[src/rtl/rgb2ac1c2_stream_ctrl.sv]
// rgb2ac1c2_stream_ctrl: frame-sequenced RGB -> A/C1/C2 colour transform.
// A 3x3 Q3.13 coefficient matrix is applied to each accepted pixel through a
// two-stage pipeline (products, then sums). Each output is formatted as
// {4'b0, sum[24:0], 3'b0}. Flags mark the start of frame, end of line and
// end of frame.
// Optional feature: define AC1C2_CLAMP_NEG_EN to replace negative sums with 0.
module rgb2ac1c2_stream_ctrl #(
    parameter int unsigned WIDTH  = 640,
    parameter int unsigned HEIGHT = 480
) (
    input  logic        i_clk,
    input  logic        i_rst,
    input  logic        i_start,
    input  logic        i_coef_we,
    input  logic [3:0]  i_coef_addr,
    input  logic [15:0] i_coef_data,
    input  logic        i_valid,
    output logic        o_ready,
    input  logic [7:0]  i_R,
    input  logic [7:0]  i_G,
    input  logic [7:0]  i_B,
    output logic        o_valid,
    input  logic        i_ready,
    output logic [31:0] o_A,
    output logic [31:0] o_C1,
    output logic [31:0] o_C2,
    output logic        o_sof,
    output logic        o_eol,
    output logic        o_eof,
    output logic        o_busy,
    output logic        o_done
);

    localparam int unsigned COL_W = (WIDTH  > 1) ? $clog2(WIDTH)  : 1;
    localparam int unsigned ROW_W = (HEIGHT > 1) ? $clog2(HEIGHT) : 1;
    localparam logic [COL_W-1:0] COL_LAST = COL_W'(WIDTH - 1);
    localparam logic [ROW_W-1:0] ROW_LAST = ROW_W'(HEIGHT - 1);

    typedef enum logic [1:0] {
        IDLE  = 2'd0,
        RUN   = 2'd1,
        FLUSH = 2'd2
    } state_t;

    state_t              state;
    logic [COL_W-1:0]    col;
    logic [ROW_W-1:0]    row;
    logic signed [15:0]  coef [9];

    logic                s1_valid;
    logic                s1_sof;
    logic                s1_eol;
    logic                s1_eof;
    logic signed [24:0]  s1_p [9];

    logic                advance;
    logic                accept;
    logic                last_px;
    logic                drained;
    logic signed [8:0]   px [3];

    // Pixels are unsigned 8-bit, widened to 9-bit signed for the multiply.
    assign px[0] = $signed({1'b0, i_R});
    assign px[1] = $signed({1'b0, i_G});
    assign px[2] = $signed({1'b0, i_B});

    // Pipeline moves whenever the output register is free or being consumed.
    assign advance = !o_valid || i_ready;
    assign o_ready = (state == RUN) && advance;
    assign accept  = i_valid && o_ready;
    assign last_px = (col == COL_LAST) && (row == ROW_LAST);
    // True when both stages will be empty after this edge.
    assign drained = !s1_valid && (!o_valid || i_ready);

    function automatic logic signed [24:0] sum3(
        input logic signed [24:0] a,
        input logic signed [24:0] b,
        input logic signed [24:0] c
    );
        return a + b + c;
    endfunction

    function automatic logic [31:0] fmt(input logic signed [24:0] s);
        logic [24:0] v;
`ifdef AC1C2_CLAMP_NEG_EN
        v = s[24] ? 25'd0 : s;
`else
        v = s;
`endif
        return {4'b0, v, 3'b0};
    endfunction

    // Frame sequencer: state, pixel position counters, busy and done.
    always_ff @(posedge i_clk) begin
        if (i_rst) begin
            state  <= IDLE;
            col    <= '0;
            row    <= '0;
            o_busy <= 1'b0;
            o_done <= 1'b0;
        end else begin
            o_done <= 1'b0;
            case (state)
                IDLE: begin
                    if (i_start) begin
                        state  <= RUN;
                        o_busy <= 1'b1;
                        col    <= '0;
                        row    <= '0;
                    end
                end
                RUN: begin
                    if (accept) begin
                        if (col == COL_LAST) begin
                            col <= '0;
                            row <= (row == ROW_LAST) ? '0 : row + 1'b1;
                        end else begin
                            col <= col + 1'b1;
                        end
                        if (last_px) begin
                            state <= FLUSH;
                        end
                    end
                end
                FLUSH: begin
                    if (drained) begin
                        state  <= IDLE;
                        o_busy <= 1'b0;
                        o_done <= 1'b1;
                    end
                end
                default: begin
                    state  <= IDLE;
                    o_busy <= 1'b0;
                end
            endcase
        end
    end

    // Coefficient bank: reset defaults, writable only while idle.
    always_ff @(posedge i_clk) begin
        if (i_rst) begin
            coef[0] <= 16'sd7865;
            coef[1] <= 16'sd15462;
            coef[2] <= 16'sd1638;
            coef[3] <= 16'sd1383;
            coef[4] <= -16'sd1636;
            coef[5] <= 16'sd254;
            coef[6] <= 16'sd477;
            coef[7] <= 16'sd942;
            coef[8] <= -16'sd1415;
        end else if ((state == IDLE) && i_coef_we) begin
            for (int k = 0; k < 9; k++) begin
                if (i_coef_addr == 4'(k)) begin
                    coef[k] <= $signed(i_coef_data);
                end
            end
        end
    end

    // Two-stage datapath: stage 1 products, stage 2 sums into output registers.
    always_ff @(posedge i_clk) begin
        if (i_rst) begin
            s1_valid <= 1'b0;
            s1_sof   <= 1'b0;
            s1_eol   <= 1'b0;
            s1_eof   <= 1'b0;
            for (int k = 0; k < 9; k++) begin
                s1_p[k] <= '0;
            end
            o_valid  <= 1'b0;
            o_A      <= '0;
            o_C1     <= '0;
            o_C2     <= '0;
            o_sof    <= 1'b0;
            o_eol    <= 1'b0;
            o_eof    <= 1'b0;
        end else if (advance) begin
            s1_valid <= accept;
            s1_sof   <= (col == '0) && (row == '0);
            s1_eol   <= (col == COL_LAST);
            s1_eof   <= last_px;
            for (int k = 0; k < 9; k++) begin
                s1_p[k] <= 25'(coef[k]) * 25'(px[k % 3]);
            end
            o_valid  <= s1_valid;
            o_A      <= fmt(sum3(s1_p[0], s1_p[1], s1_p[2]));
            o_C1     <= fmt(sum3(s1_p[3], s1_p[4], s1_p[5]));
            o_C2     <= fmt(sum3(s1_p[6], s1_p[7], s1_p[8]));
            o_sof    <= s1_sof;
            o_eol    <= s1_eol;
            o_eof    <= s1_eof;
        end
    end

endmodule

[config.mk]
export PLATFORM = sky130hd
export DESIGN_NAME = rgb2ac1c2_stream_ctrl
export DESIGN_NICKNAME = d
export VERILOG_FILES = /design/src/rtl/rgb2ac1c2_stream_ctrl.sv
export SDC_FILE = /design/constraint.sdc
export NUM_CORES = 2
export LEC_CHECK = 0
export ABC_AREA = 1
export CAP_MARGIN = 30
export CORE_UTILIZATION = 30
export DETAILED_ROUTE_END_ITERATION = 8
export GPL_TIMING_DRIVEN = 0
export HOLD_SLACK_MARGIN = 0.12
export PLACE_DENSITY = 0.43
export SLEW_MARGIN = 20
export SYNTH_ARGS = -nofsm -noshare
export SYNTH_HDL_FRONTEND = slang
export SYNTH_SLANG_ARGS = --single-unit
[constraint.sdc]
create_clock -name i_clk -period 18.5 [get_ports i_clk]
set_input_delay 3.7 -clock i_clk [delete_from_list [all_inputs] [get_ports i_clk]]
set_output_delay 3.7 -clock i_clk [all_outputs]
set_load 0.03 [all_outputs]
==> flow_summary.yaml <==
run_status:
  status: "finished clean"
min_path:
  hold_path.class: "reg -> reg"
  worst_hold_path.endpoint: "o_C1[20]"
  worstHoldStart: "o_C1[20]"
  hold_path_depth: 2
power_and_ir_drop:
  power_leakage_uw: 0.04447
  total_power_uw: 12580
  ir_drop_v: 0.00008013
  p_per_area_nw_per_um2: 161.7
die:
  coreArea_um2: 230300
  initial_core_util_pct: 30.25
  die_w_um: 483.9
  pin_count: 153
  row_count: 176
  dieArea_um2: 234200
  die_y_um: 483.9
synthesis:
  yosysWarnings: 0
  yosysTopAreaCell: "fa_1"
  ys_dominant_reg_cell: "edfxtp_1"
  yosysSeqAreaShare_pct: 18.95
  synth_cells: 9414
  avgSynthCellArea_um2: 7.401
  ys_top_cells_by_area: "fa_1, edfxtp_1, nand2_1"
  synth_cell_types: 48
  syn_area_um2: 69670
  netlist.area_leader.share_pct: 28.53
  async_flop_share_pct: 0
  synth-edff-count: 369
  ys_ff_latch: 475
timing:
  finalHoldViolCount: 0
  setup_viol: 0
  worst_slew_margin_rel_pct: 29.97
  clock.fmax_ghz: 0.1075
  worstMarginPinSlew_ps: 1050
  finalSetupTns_ps: 0
  skew_ps: 52.94
  final-max-slew-violation-count: 0
  min_period_ps: 9300
  rsz0062_at_grt: "false"
  fin_crit_sh_pct: 50.27
clock_tree:
  cts_resized: 0
  htree_levels: 3
  clockBufferDepth: 3
  cts_hold_buf: 0
  cts_buffers: 68
  tritoncts: "yes"
  cts_setup_buffers: 0
  cts.sinks: 475
  clk_pin_slew_ps: 60
  cts_root_buf: "clkbuf_16"
  clock_latency_ps: 700
global_routing:
  grt_pass1_vias: 58320
  antenna_found_initial: 42
  grt.total_usage_pct: 21.87
  grt_overflow: 0
  grt_pass1_wl_mm: 377.3
  grt_start_max_net_pins: 92
route:
  via_count: 56910
  viasPerCell: 4.461
  drt_iter0_markers: 3401
  dr.pass1.iters: 6
  wirelength_mm: 252.0
  drc: 0
  ant_nets: 0
  wire_per_inst_um: 19.75
setup_path:
  setup.worst_path.end_class: "flip-flop"
  crit_family: "adder cells"
  crit_path_frequent_cell: "nand2_1"
  timing.rr.end: "s1_p[0][172]"
  cp.required_ps: 18870
  crit_type: "in -> reg"
  path_cells: "clkbuf_1 > buf_1 > nand2_1 > fa_1 > fa_1 > inv_1 > fa_1 > inv_1 > fa_1 > inv_1 > ha_1 > nand2_1 > inv_1 > nand2_1 > o21bai_1 > nand2_1 > nand3_1 > nand2_1 > nor2_1"
  rr_startpoint: "coef[0][111]"
  critPathBufInv: 6
  r2r_cells: 18
  slowest_stage: "buf_1"
  rrSetupSlack_ps: 13060
  start_kind: "primary input"
  crit_fanout: 11
  arrival_ps: 9670
  slowest_delay_ps: 840
finish:
  nets: 11220
  layout-drive-gt1-share_pct: 4.346
  area_delta_synth_final_pct: 11.62
  final_cells: 12760
  fillers: 24870
placement:
  place_hpwl_mm: 214.4
  place.gp.congestion: 0.9182
  place_inst: 12610
  io_buffers: 107
job:
  drv_cap: 0
registers in the layout, indices dropped and copies added, names as in the netlist, 2 cells and up:
name,count
s1_p,225
o_C1,25
o_C2,25
row,9
coef,144
state,2
col,10
o_A,25
layer usage:
| metal | part of all wire, % | up-vias | track usage, % |
|---|---|---|---|
| met3 | 5.4 | 231 | 2.707 |
| met5 | 0.013 | - | 0 |
| met2 | 46 | 1231 | 36.28 |
| met1 | 45 | 27660 | 29.44 |
| met4 | 3.4 | 6 | 6.944 |
| li1 | - | 27780 | - |
stage by stage:
| stage | setup slack (ps) | util, % | area [µm²] | hold slack [ps] |
|---|---|---|---|---|
| after floorplan | 9344 | - | 69750 | 421.1 |
| after global placement | 4487 | 32.39 | 74600 | 441.7 |
| after detailed placement | 8591 | 32.76 | 75460 | 444.6 |
| after CTS | 9174 | 33.73 | 77690 | 453.2 |
| after global routing | 9054 | 33.75 | 77740 | 472.3 |
| final | 9200 | 33.76 | 77770 | 449.6 |
kinds of logic after synthesis:
family / Yosys count / share of synthesized area [%]
compound gates: 543 / 4.202
xor+xnor: 44 / 0.5531
fa+ha+maj: 1516 / 37.92
buf+inv: 3052 / 16.90
flops: 475 / 18.95
other cells: 1 / 0.005382
simple gates: 3783 / 21.46
cells in the mapped netlist (2+ instances only):
master    instances
dfxtp_1         106
nand4_1          27
ha_1            523
buf_6             2
edfxtp_1        369
nand2_1        2800
buf_4            24
inv_2             7
nor4_1            8
nand2_2           6
nand3_1         260
buf_1            35
clkbuf_1        104
buf_2            25
a32o_1            4
and3_1            2
nand3b_1         27
a21boi_0          2
o21ai_2           3
nor2_1          566
nor2_4            3
inv_1          2711
inv_4             2
clkbuf_2        142
nand2_4           4
o21a_1           30
xnor2_1          29
o22ai_1           2
o21ai_0         147
xor2_1           15
a21oi_1         317
fa_1            993
nor2_2            3
a211oi_1          3
nor3_1           53
or2_2            12
nor3b_1           4
and2_1            5
a22o_1            3
o21bai_1         28
tightest hold or removal path, stage by stage, from the launching register on:
cell	delay, ps
dfxtp_1	310
nand2_1	60
nand2_1	40
worst max path at each step:
stage | from | to | slack [ps] | depth (start not counted)
after floorplan | i_ready | s1_p[0][0] | 9340 | 5
after global placement | i_rst | s1_sof | 4490 | 6
after detailed placement | i_R[4] | s1_p[0][170] | 8590 | 19
after CTS | i_ready | o_ready | 9170 | 6
after global routing | i_R[4] | s1_p[0][170] | 9050 | 19
final | i_R[4] | s1_p[0][170] | 9200 | 19
power breakdown:
group	internal [µW]	total [µW]	switching [µW]
clock network	781	1350	568
registers	1570	1810	244
logic	3110	9420	6310
layout make-up:
| cell class | instances | area (µm²) | area share, % |
|---|---|---|---|
| Sequential cell | 475 | 13200 | 16.98 |
| Timing Repair Buffer | 154 | 1810 | 2.328 |
| Multi-Input combinational cell | 5907 | 44890 | 57.72 |
| Inverter | 2720 | 10220 | 13.14 |
| Tap cell | 3026 | 3786 | 4.868 |
| Clock buffer | 89 | 1894 | 2.436 |
| Antenna cell | 20 | 50.05 | 0.06435 |
| Buffer | 332 | 1579 | 2.030 |
| Clock inverter | 34 | 335.3 | 0.4312 |
cell usage in the layout (no fill, tap or decap), types with 71 or more instances in the layout:
master / synthesis / layout
nand2_1: 2800 / 2797
inv_1: 2711 / 2710
fa_1: 993 / 993
nor2_1: 566 / 553
ha_1: 523 / 523
edfxtp_1: 369 / 369
a21oi_1: 317 / 317
nand3_1: 260 / 260
clkbuf_2: 142 / 157
o21ai_0: 147 / 143
clkdlybuf4s50_1: 0 / 107
dfxtp_1: 106 / 106
clkbuf_1: 104 / 102
clkbuf_16: 0 / 71
No activity file was read; power rests on OpenSTA's default activity.
